`src/rtl/branch_resolve_unit.sv`:
```
// ---------------------------------------------------------------------------
// branch_resolve_unit
//
// Resolution-side partner of the fetch-stage branch predictor. Predictions
// issued at fetch are queued in order. Each outcome from execute is checked
// against the oldest queued prediction. A wrong prediction raises a
// mispredict pulse with the correct redirect PC and squashes the whole queue.
// Every resolve also sends a taken/not-taken update that trains the
// predictor's counters.
//
// Optional build macro: BRANCH_RESOLVE_STATS_EN adds saturating 16-bit
// resolve and mispredict counters (stats_resolved, stats_mispred).
//
// Ports:
//   clk, reset      clock; asynchronous active-high reset
//   pred_valid      fetch presents a predicted branch
//   pred_taken      predicted direction
//   pred_target     predicted target (meaningful when pred_taken)
//   pred_fallthru   PC of the next sequential instruction
//   pred_ready      entry accepted when pred_valid & pred_ready
//   res_valid       execute resolves the oldest in-flight branch
//   res_taken       actual direction
//   res_target      actual target
//   mispredict      registered pulse, prediction was wrong
//   redirect_pc     correct PC, meaningful with mispredict
//   upd_valid       registered pulse, predictor training strobe
//   upd_taken       actual direction for predictor training
//   res_error       registered pulse, resolve arrived with an empty queue
//   occupancy       entries currently held
// ---------------------------------------------------------------------------
module branch_resolve_unit #(
   parameter int DEPTH = 4,
   parameter int AW    = 32
) (
   input  logic                   clk,
   input  logic                   reset,
   input  logic                   pred_valid,
   input  logic                   pred_taken,
   input  logic [AW-1:0]          pred_target,
   input  logic [AW-1:0]          pred_fallthru,
   output logic                   pred_ready,
   input  logic                   res_valid,
   input  logic                   res_taken,
   input  logic [AW-1:0]          res_target,
   output logic                   mispredict,
   output logic [AW-1:0]          redirect_pc,
   output logic                   upd_valid,
   output logic                   upd_taken,
   output logic                   res_error,
`ifdef BRANCH_RESOLVE_STATS_EN
   output logic [15:0]            stats_resolved,
   output logic [15:0]            stats_mispred,
`endif
   output logic [$clog2(DEPTH):0] occupancy
);

   localparam int PW = $clog2(DEPTH);
   localparam logic [PW:0] PTR_ONE = {{PW{1'b0}}, 1'b1};

   typedef enum logic {ST_RUN, ST_RECOVER} state_t;

   state_t state_reg, state_next;

   // Queue storage; not reset, contents are only meaningful between pointers.
   logic          taken_mem    [DEPTH];
   logic [AW-1:0] target_mem   [DEPTH];
   logic [AW-1:0] fallthru_mem [DEPTH];

   // Pointers carry one extra wrap bit to tell full from empty.
   logic [PW:0] wr_ptr_reg, wr_ptr_next;
   logic [PW:0] rd_ptr_reg, rd_ptr_next;

   logic          mispredict_reg, upd_valid_reg, upd_taken_reg, res_error_reg;
   logic [AW-1:0] redirect_pc_reg;

   logic          empty, full;
   logic          push_req, pop, mis;
   logic          head_taken;
   logic [AW-1:0] head_target, head_fallthru;

   assign empty = (wr_ptr_reg == rd_ptr_reg);
   assign full  = (wr_ptr_reg[PW] != rd_ptr_reg[PW]) &&
                  (wr_ptr_reg[PW-1:0] == rd_ptr_reg[PW-1:0]);

   assign head_taken    = taken_mem[rd_ptr_reg[PW-1:0]];
   assign head_target   = target_mem[rd_ptr_reg[PW-1:0]];
   assign head_fallthru = fallthru_mem[rd_ptr_reg[PW-1:0]];

   assign push_req = pred_valid & pred_ready;
   assign pop      = res_valid & ~empty;
   // Wrong direction, or right "taken" direction with the wrong target.
   assign mis      = pop & ((res_taken != head_taken) |
                            (res_taken & head_taken & (res_target != head_target)));

   // ---------------- FSM ----------------
   always_ff @(posedge clk or posedge reset) begin
      if (reset) state_reg <= ST_RUN;
      else       state_reg <= state_next;
   end

   always_comb begin
      state_next = state_reg;
      pred_ready = 1'b0;
      case (state_reg)
         ST_RUN: begin
            pred_ready = ~full;
            if (mis) state_next = ST_RECOVER;
         end
         ST_RECOVER: begin
            // One dead cycle lets fetch redirect before new pushes arrive.
            pred_ready = 1'b0;
            state_next = ST_RUN;
         end
         default: state_next = ST_RUN;
      endcase
   end

   // ---------------- Pointers ----------------
   always_comb begin
      wr_ptr_next = wr_ptr_reg;
      rd_ptr_next = rd_ptr_reg;
      // A push alongside a mispredict is wrong-path and is dropped.
      if (push_req && !mis) wr_ptr_next = wr_ptr_reg + PTR_ONE;
      // Mispredict squashes everything younger than the head as well.
      if (mis)      rd_ptr_next = wr_ptr_reg;
      else if (pop) rd_ptr_next = rd_ptr_reg + PTR_ONE;
   end

   always_ff @(posedge clk or posedge reset) begin
      if (reset) begin
         wr_ptr_reg <= '0;
         rd_ptr_reg <= '0;
      end else begin
         wr_ptr_reg <= wr_ptr_next;
         rd_ptr_reg <= rd_ptr_next;
      end
   end

   always_ff @(posedge clk) begin
      if (push_req && !mis) begin
         taken_mem[wr_ptr_reg[PW-1:0]]    <= pred_taken;
         target_mem[wr_ptr_reg[PW-1:0]]   <= pred_target;
         fallthru_mem[wr_ptr_reg[PW-1:0]] <= pred_fallthru;
      end
   end

   // ---------------- Registered results ----------------
   always_ff @(posedge clk or posedge reset) begin
      if (reset) begin
         mispredict_reg  <= 1'b0;
         upd_valid_reg   <= 1'b0;
         upd_taken_reg   <= 1'b0;
         res_error_reg   <= 1'b0;
         redirect_pc_reg <= '0;
      end else begin
         mispredict_reg <= mis;
         upd_valid_reg  <= pop;
         res_error_reg  <= res_valid & empty;
         if (pop) begin
            upd_taken_reg   <= res_taken;
            redirect_pc_reg <= res_taken ? res_target : head_fallthru;
         end
      end
   end

   assign mispredict  = mispredict_reg;
   assign upd_valid   = upd_valid_reg;
   assign upd_taken   = upd_taken_reg;
   assign res_error   = res_error_reg;
   assign redirect_pc = redirect_pc_reg;
   assign occupancy   = wr_ptr_reg - rd_ptr_reg;

`ifdef BRANCH_RESOLVE_STATS_EN
   logic [15:0] stats_resolved_reg, stats_mispred_reg;

   always_ff @(posedge clk or posedge reset) begin
      if (reset) begin
         stats_resolved_reg <= '0;
         stats_mispred_reg  <= '0;
      end else begin
         if (pop && stats_resolved_reg != 16'hFFFF)
            stats_resolved_reg <= stats_resolved_reg + 16'd1;
         if (mis && stats_mispred_reg != 16'hFFFF)
            stats_mispred_reg <= stats_mispred_reg + 16'd1;
      end
   end

   assign stats_resolved = stats_resolved_reg;
   assign stats_mispred  = stats_mispred_reg;
`endif

endmodule

```
`config.mk`:
```
export PLATFORM = sky130hd
export DESIGN_NAME = branch_resolve_unit
export DESIGN_NICKNAME = d
export VERILOG_FILES = /design/src/rtl/branch_resolve_unit.sv
export SDC_FILE = /design/constraint.sdc
export NUM_CORES = 1
export LEC_CHECK = 0
export ABC_AREA = 0
export CAP_MARGIN = 20
export CORE_UTILIZATION = 40
export DETAILED_ROUTE_END_ITERATION = 6
export GPL_TIMING_DRIVEN = 0
export PLACE_DENSITY = 0.59
export REMOVE_ABC_BUFFERS = 1
export SKIP_LAST_GASP = 1
export SLEW_MARGIN = 25
export SYNTH_ARGS = -nofsm -noshare
export SYNTH_HDL_FRONTEND = slang
export SYNTH_SLANG_ARGS = --single-unit
```
`constraint.sdc`:
```
create_clock -name clk -period 8.65 [get_ports clk]
set_clock_uncertainty 0.2 [all_clocks]
set_input_delay 2.1625 -clock clk [delete_from_list [all_inputs] [get_ports clk]]
set_output_delay 2.1625 -clock clk [all_outputs]
set_load 0.02 [all_outputs]
```
* Word level (Yosys, flattened, before mapping)
Memories as Yosys holds them, arrays and structs flattened.
Cells that the tools add are included.
** Word-level totals
- Memories :: 3
- Register bits after elaboration :: 43
- Word-level logic and storage cells :: 41
- Bits in writable memories :: 260
** Operators by class
- Bitwise operators :: 10
- Eq/ne operators :: 5
- Muxes and demuxes :: 8
- Reduce and logical (&&, ||, !) cells :: 4
- Add/subtract/negate cells :: 3
** Memory list
- fallthru_mem :: words 4, bits a word 32, rd ports 1, clocked after memory_dff 0, wr ports 1, RTL line 67 : logic [AW-1:0] fallthru_mem [DEPTH];
- target_mem :: words 4, bits a word 32, rd ports 1, clocked after memory_dff 0, wr ports 1, RTL line 66 : logic [AW-1:0] target_mem [DEPTH];
- taken_mem :: words 4, bits a word 1, rd ports 1, clocked after memory_dff 0, wr ports 1, RTL line 65 : logic taken_mem [DEPTH];
** Operator list (count)
- 2-to-1 mux 32 bit :: 1
- inequality test 32 bit :: 1
- adder 3 x 1 -> 3 bit, second input constant :: 2
- bitwise AND 1 bit :: 6
- 2-to-1 mux 3 bit :: 2
- one-hot mux 1 bit (2 select lines) :: 2
- equality test 3 bit :: 1
- 2-to-1 mux 1 bit :: 3
- inverter 1 bit :: 3
- subtractor 3 bit :: 1
- equality test 2 bit :: 1
- logical AND 1 bit :: 2
- inequality test 1 bit :: 2
- nonzero test 2 bit :: 1
- zero test 1 bit :: 1
- bitwise OR 1 bit :: 1

* Logic depth before layout (Yosys ltp)
Gate-level depths: netlist of run 1.
An unclocked memory read counts as a cell.
- Depth after elaboration :: 9
- Depth in mapped cells :: 13
- Depth with buffers taken out :: 9

* Least setup slack after synthesis of run 1
OpenSTA, ideal clock, no wires.
- Path kind :: input-to-reg
- From :: input res_target[24]
- To :: memory fallthru_mem[3][0] (enable)
- Stages :: 5
- Slack :: 2.106 ns
- Required time :: 7.951 ns
- Buffers on the path :: 0
- Setup time :: 0.499 ns
- Arrival :: 5.845 ns
- Path through :: xnor2_1 nand4_1 nor4_2 nand2_1 o21ai_1
** On the way
- Longest elaborated chain between the ends :: 8
** Ends and longest elaborated chain
- start: declaration :: RTL line 44 : input logic [AW-1:0] res_target,
- inequality test 32 bit :: RTL line 93 : (res_taken & head_taken & (res_target != head_target)));
- bitwise AND 1 bit :: RTL line 93
- bitwise OR 1 bit :: RTL line 92 : assign mis = pop & ((res_taken != head_taken) |
- bitwise AND 1 bit :: RTL line 92
- zero test 1 bit :: RTL line 140 : if (push_req && !mis) begin
- logical AND 1 bit :: RTL line 140
- 2-to-1 mux 1 bit :: RTL line 140
- 2-to-1 mux 1 bit (implied by the code) :: RTL line 143 : fallthru_mem[wr_ptr_reg[PW-1:0]] <= pred_fallthru;
- end: declaration :: RTL line 67
Every way passes these cells.

* Worst setup path after layout of run 1
- From :: register rd_ptr_reg[1]
- To :: output pred_ready
** On the way
- Longest elaborated chain between the ends :: 4
** Ends and longest elaborated chain
- start: declaration :: RTL line 71 : logic [PW:0] rd_ptr_reg, rd_ptr_next;
- start signal: assignment :: RTL line 135 : rd_ptr_reg <= rd_ptr_next;
- equality test 2 bit :: RTL line 83 : (wr_ptr_reg[PW-1:0] == rd_ptr_reg[PW-1:0]);
- logical AND 1 bit :: RTL line 82 : assign full = (wr_ptr_reg[PW] != rd_ptr_reg[PW]) &&
- inverter 1 bit :: RTL line 106 : pred_ready = ~full;
- one-hot mux 1 bit (2 select lines) :: RTL line 104 : case (state_reg)
- end: declaration :: RTL line 41 : output logic pred_ready,
Every way passes these cells.

==> impl_metrics.json, run 1 <==
{
  "die_area_um2": 30380,
  "synth-edff-count": 260,
  "num_io_pins": 142,
  "switchingPower_mw": 1.461,
  "place_congestion": 0.7147,
  "die_x_um": 174.3,
  "reg2regPathDepth": 10,
  "die_y_um": 174.3,
  "grtUsageTotal_pct": 16.08,
  "async_flop_share_pct": 14.19,
  "cp.arrival_ns": 2.89,
  "cts_tree": "built",
  "crit_type": "reg -> out",
  "dp_hpwl_um": 14520,
  "ys.warnings.count": 0,
  "power.ir.vdd_worst_v": 0.0001779,
  "critPathMaxFanout": 36,
  "synth_most_common_cell": "edfxtp_1",
  "power.total_mw": 4.914,
  "yosysTopAreaCellShare_pct": 65.74,
  "worstMarginPinSlew_ns": 0.5821,
  "worstSetupStartpointType": "register",
  "ys_types": 32,
  "synth_area_per_cell_um2": 19.96,
  "drt_wl_total_um": 23700,
  "hold_buffers": 0,
  "holdPathEnd": "state_reg",
  "cp-end-kind": "output pin",
  "pwr-share-clk_pct": 25.4,
  "r2r_end": "fallthru_mem[1][14]",
  "p_sw_share_pct": 29.74,
  "reg2reg_slack_ns": 4.10,
  "drive_gt1_share_pct": 17.68,
  "crit_required_ns": 6.29,
  "clock_latency_ns": 0.55,
  "min_period_over_period_pct": 60.71,
  "fp.coreArea_um2": 28940,
  "pwr-share-comb_pct": 32.1,
  "max_cap_violations": 0,
  "utilization_pct": 51.59,
  "worst_slack_ns": 3.399,
  "synth_common_cells": "edfxtp_1 (260), mux4_2 (65), dfrtp_1 (43), nand2_1 (41), xnor2_1 (36)",
  "synth_top_area_cell": "edfxtp_1",
  "ys_seq_area_share_pct": 74.80,
  "clock_path_buffers": 3,
  "p_leak_nw": 5.013,
  "num_antenna_cells": 0,
  "antenna_found_initial": 0,
  "relSlewSlack_pct": 61.19,
  "syn2layout_area_growth_pct": 25.70,
  "p_seq_share_pct": 42.5,
  "hp-class": "reg -> reg",
  "place.port_buffers": 141,
  "grt_pass1_wl_um": 36920,
  "outcome": "completed",
  "cts.clk_slew.worst_paths_ns": 0.06,
  "drv_slew": 0,
  "clock_sinks": 303,
  "r2r_start": "rd_ptr_reg[0]",
  "vias_per_cell": 5.055,
  "final_hold_viol_count": 0,
  "first_pass_iters": 4,
  "worstHoldStart": "state_reg",
  "power.internal_mw": 3.452,
  "ys_ff_latch": 303,
  "min_path_cells": 1,
  "setup_viol": 0,
  "syn-cell-area_um2": 11880,
  "wl_per_cell_um": 20.45,
  "holdWs_ns": 0.2523,
  "dp_slack_ns": 3.066,
  "start_util_pct": 41.04,
  "max_freq_mhz": 190.4,
  "fillers": 2335,
  "setup-tns-final_ns": 0,
  "grt_pass1_vias": 6449,
  "via_count": 5859,
  "overflow": 0,
  "core.rowCount": 62,
  "cts_buffers": 30,
  "drc": 0,
  "synth_ff_type": "edfxtp_1",
  "dr.first_iter.drc_count": 319,
  "cts_resized": 0,
  "fin_crit_ns": 5.251,
  "synthTopCellsByArea": "edfxtp_1 (66%), mux4_2 (12%), dfrtp_1 (9.1%)",
  "rsz0062_at_grt": "no",
  "drtAntennaViolNets": 0,
  "cts-root-buf": "clkbuf_16",
  "cts_setup_buffers": 0,
  "htree_levels": 1,
  "p_per_area_nw_per_um2": 329.1,
  "synthCells": 595,
  "layout.nets": 863,
  "grt_max_degree": 46
}
## worst max-delay path, cell delays in order, from the launching register on
cell	delay [ns]
dfrtp_4	0.77
buf_12	0.32
inv_1	0.09
ha_1	0.31
nand2_1	0.07
nor2_1	0.04
nor2_1	0.12
clkdlybuf4s50_1	0.62
## layout by cell type, fill, tap and decap left out, types with 2 or more instances in the layout
cell type,count
clkinv_2,8
clkbuf_1,6
edfxtp_1,260
mux2_1,2
clkinv_1,2
inv_1,7
o211ai_1,4
nand4_1,8
o21ai_0,32
ha_1,8
mux2i_1,32
buf_12,6
and2_1,2
mux4_2,65
xnor2_1,36
clkbuf_8,4
and2_4,3
buf_16,7
nand3_1,2
clkinvlp_4,2
dfrtp_1,41
nand3b_1,2
nand2_1,41
nor4_2,2
clkbuf_16,31
nor2_1,5
clkdlybuf4s50_1,140
dfrtp_4,2
## routing by layer
| layer | wire length [um] | track usage (%) |
|---|---|---|
| met1 | 9898 | 20.79 |
| met2 | 12360 | 28.22 |
| met3 | 1020 | 2.559 |
| met4 | 425 | 4.094 |
| met5 | 0 | 0 |
## metrics by stage
stage	cells	instance area (um^2)
after floorplan	566	11740
after global placement	1091	13630
after detailed placement	1104	13970
after CTS	1159	14930
after global routing	1159	14930
final	1159	14930
## worst max-delay path by stage
| stage | slack (ns) | from | to | depth (start not counted) |
|---|---|---|---|---|
| 5_1_grt | 3.23 | rd_ptr_reg[1] | pred_ready | 7 |
| 4_1_cts | 3.32 | rd_ptr_reg[1] | pred_ready | 7 |
| 3_3_place_gp | -3.36 | rd_ptr_reg[0] | fallthru_mem[3][17] | 6 |
| 3_5_place_dp | 3.07 | res_target[23] | target_mem[0][14] | 8 |
| 6_report | 3.40 | rd_ptr_reg[1] | pred_ready | 7 |
| 2_1_floorplan | 0.92 | rd_ptr_reg[0] | fallthru_mem[3][0] | 6 |
## final cells by class
cell class	count	area (um^2)	share of cell area [%]
timing repair buffer	154	1722	11.53
multi-input combinational	255	2848	19.08
inverter	8	32.53	0.2179
clock inverter	14	101.3	0.6789
sequential	303	8891	59.56
clock buffer	41	853.3	5.716
tap	384	480.5	3.219
## power by group through the flow
stage	clock [mW]	combinational [mW]	sequential, mW
floorplan	0	0.841	2.27
global placement	0	1.45	2.26
detailed placement	0	1.61	2.13
CTS	1.28	1.62	2.10
global route	1.33	1.72	2.13
finish	1.25	1.58	2.09
## cells by family after synthesis
| kind of cell | share of synthesized area [%] |
|---|---|
| flip-flops | 74.80 |
| multiplexers | 15.21 |
| AND/OR/NAND/NOR | 2.760 |
| AO/OA/AOI/OAI | 2.118 |
| buffers and inverters | 1.443 |
| XOR/XNOR | 2.655 |
| adder cells (fa/ha/maj) | 1.011 |
No activity file was read; power rests on OpenSTA's default activity.
==> run 2, diff against run 1 <==
Clock period 8.65 ns to 5.1 ns, I/O delays scaled along.
==> results of run 2 <==
Same layout as run 1 (identical final DEF). Status: completed.
Main changes from that run: setup slack after placement 3.066 ns -> 0.3960 ns; setup slack after layout 3.399 ns -> 0.5547 ns; start point of the critical path rd_ptr_reg[1] -> rd_ptr_reg[0]; end point of the critical path pred_ready -> fallthru_mem[1][14]; register-to-register setup slack 4.10 ns -> 0.55 ns; total power 4.914 mW -> 8.334 mW; worst IR drop on VDD 0.0001779 V -> 0.0003017 V
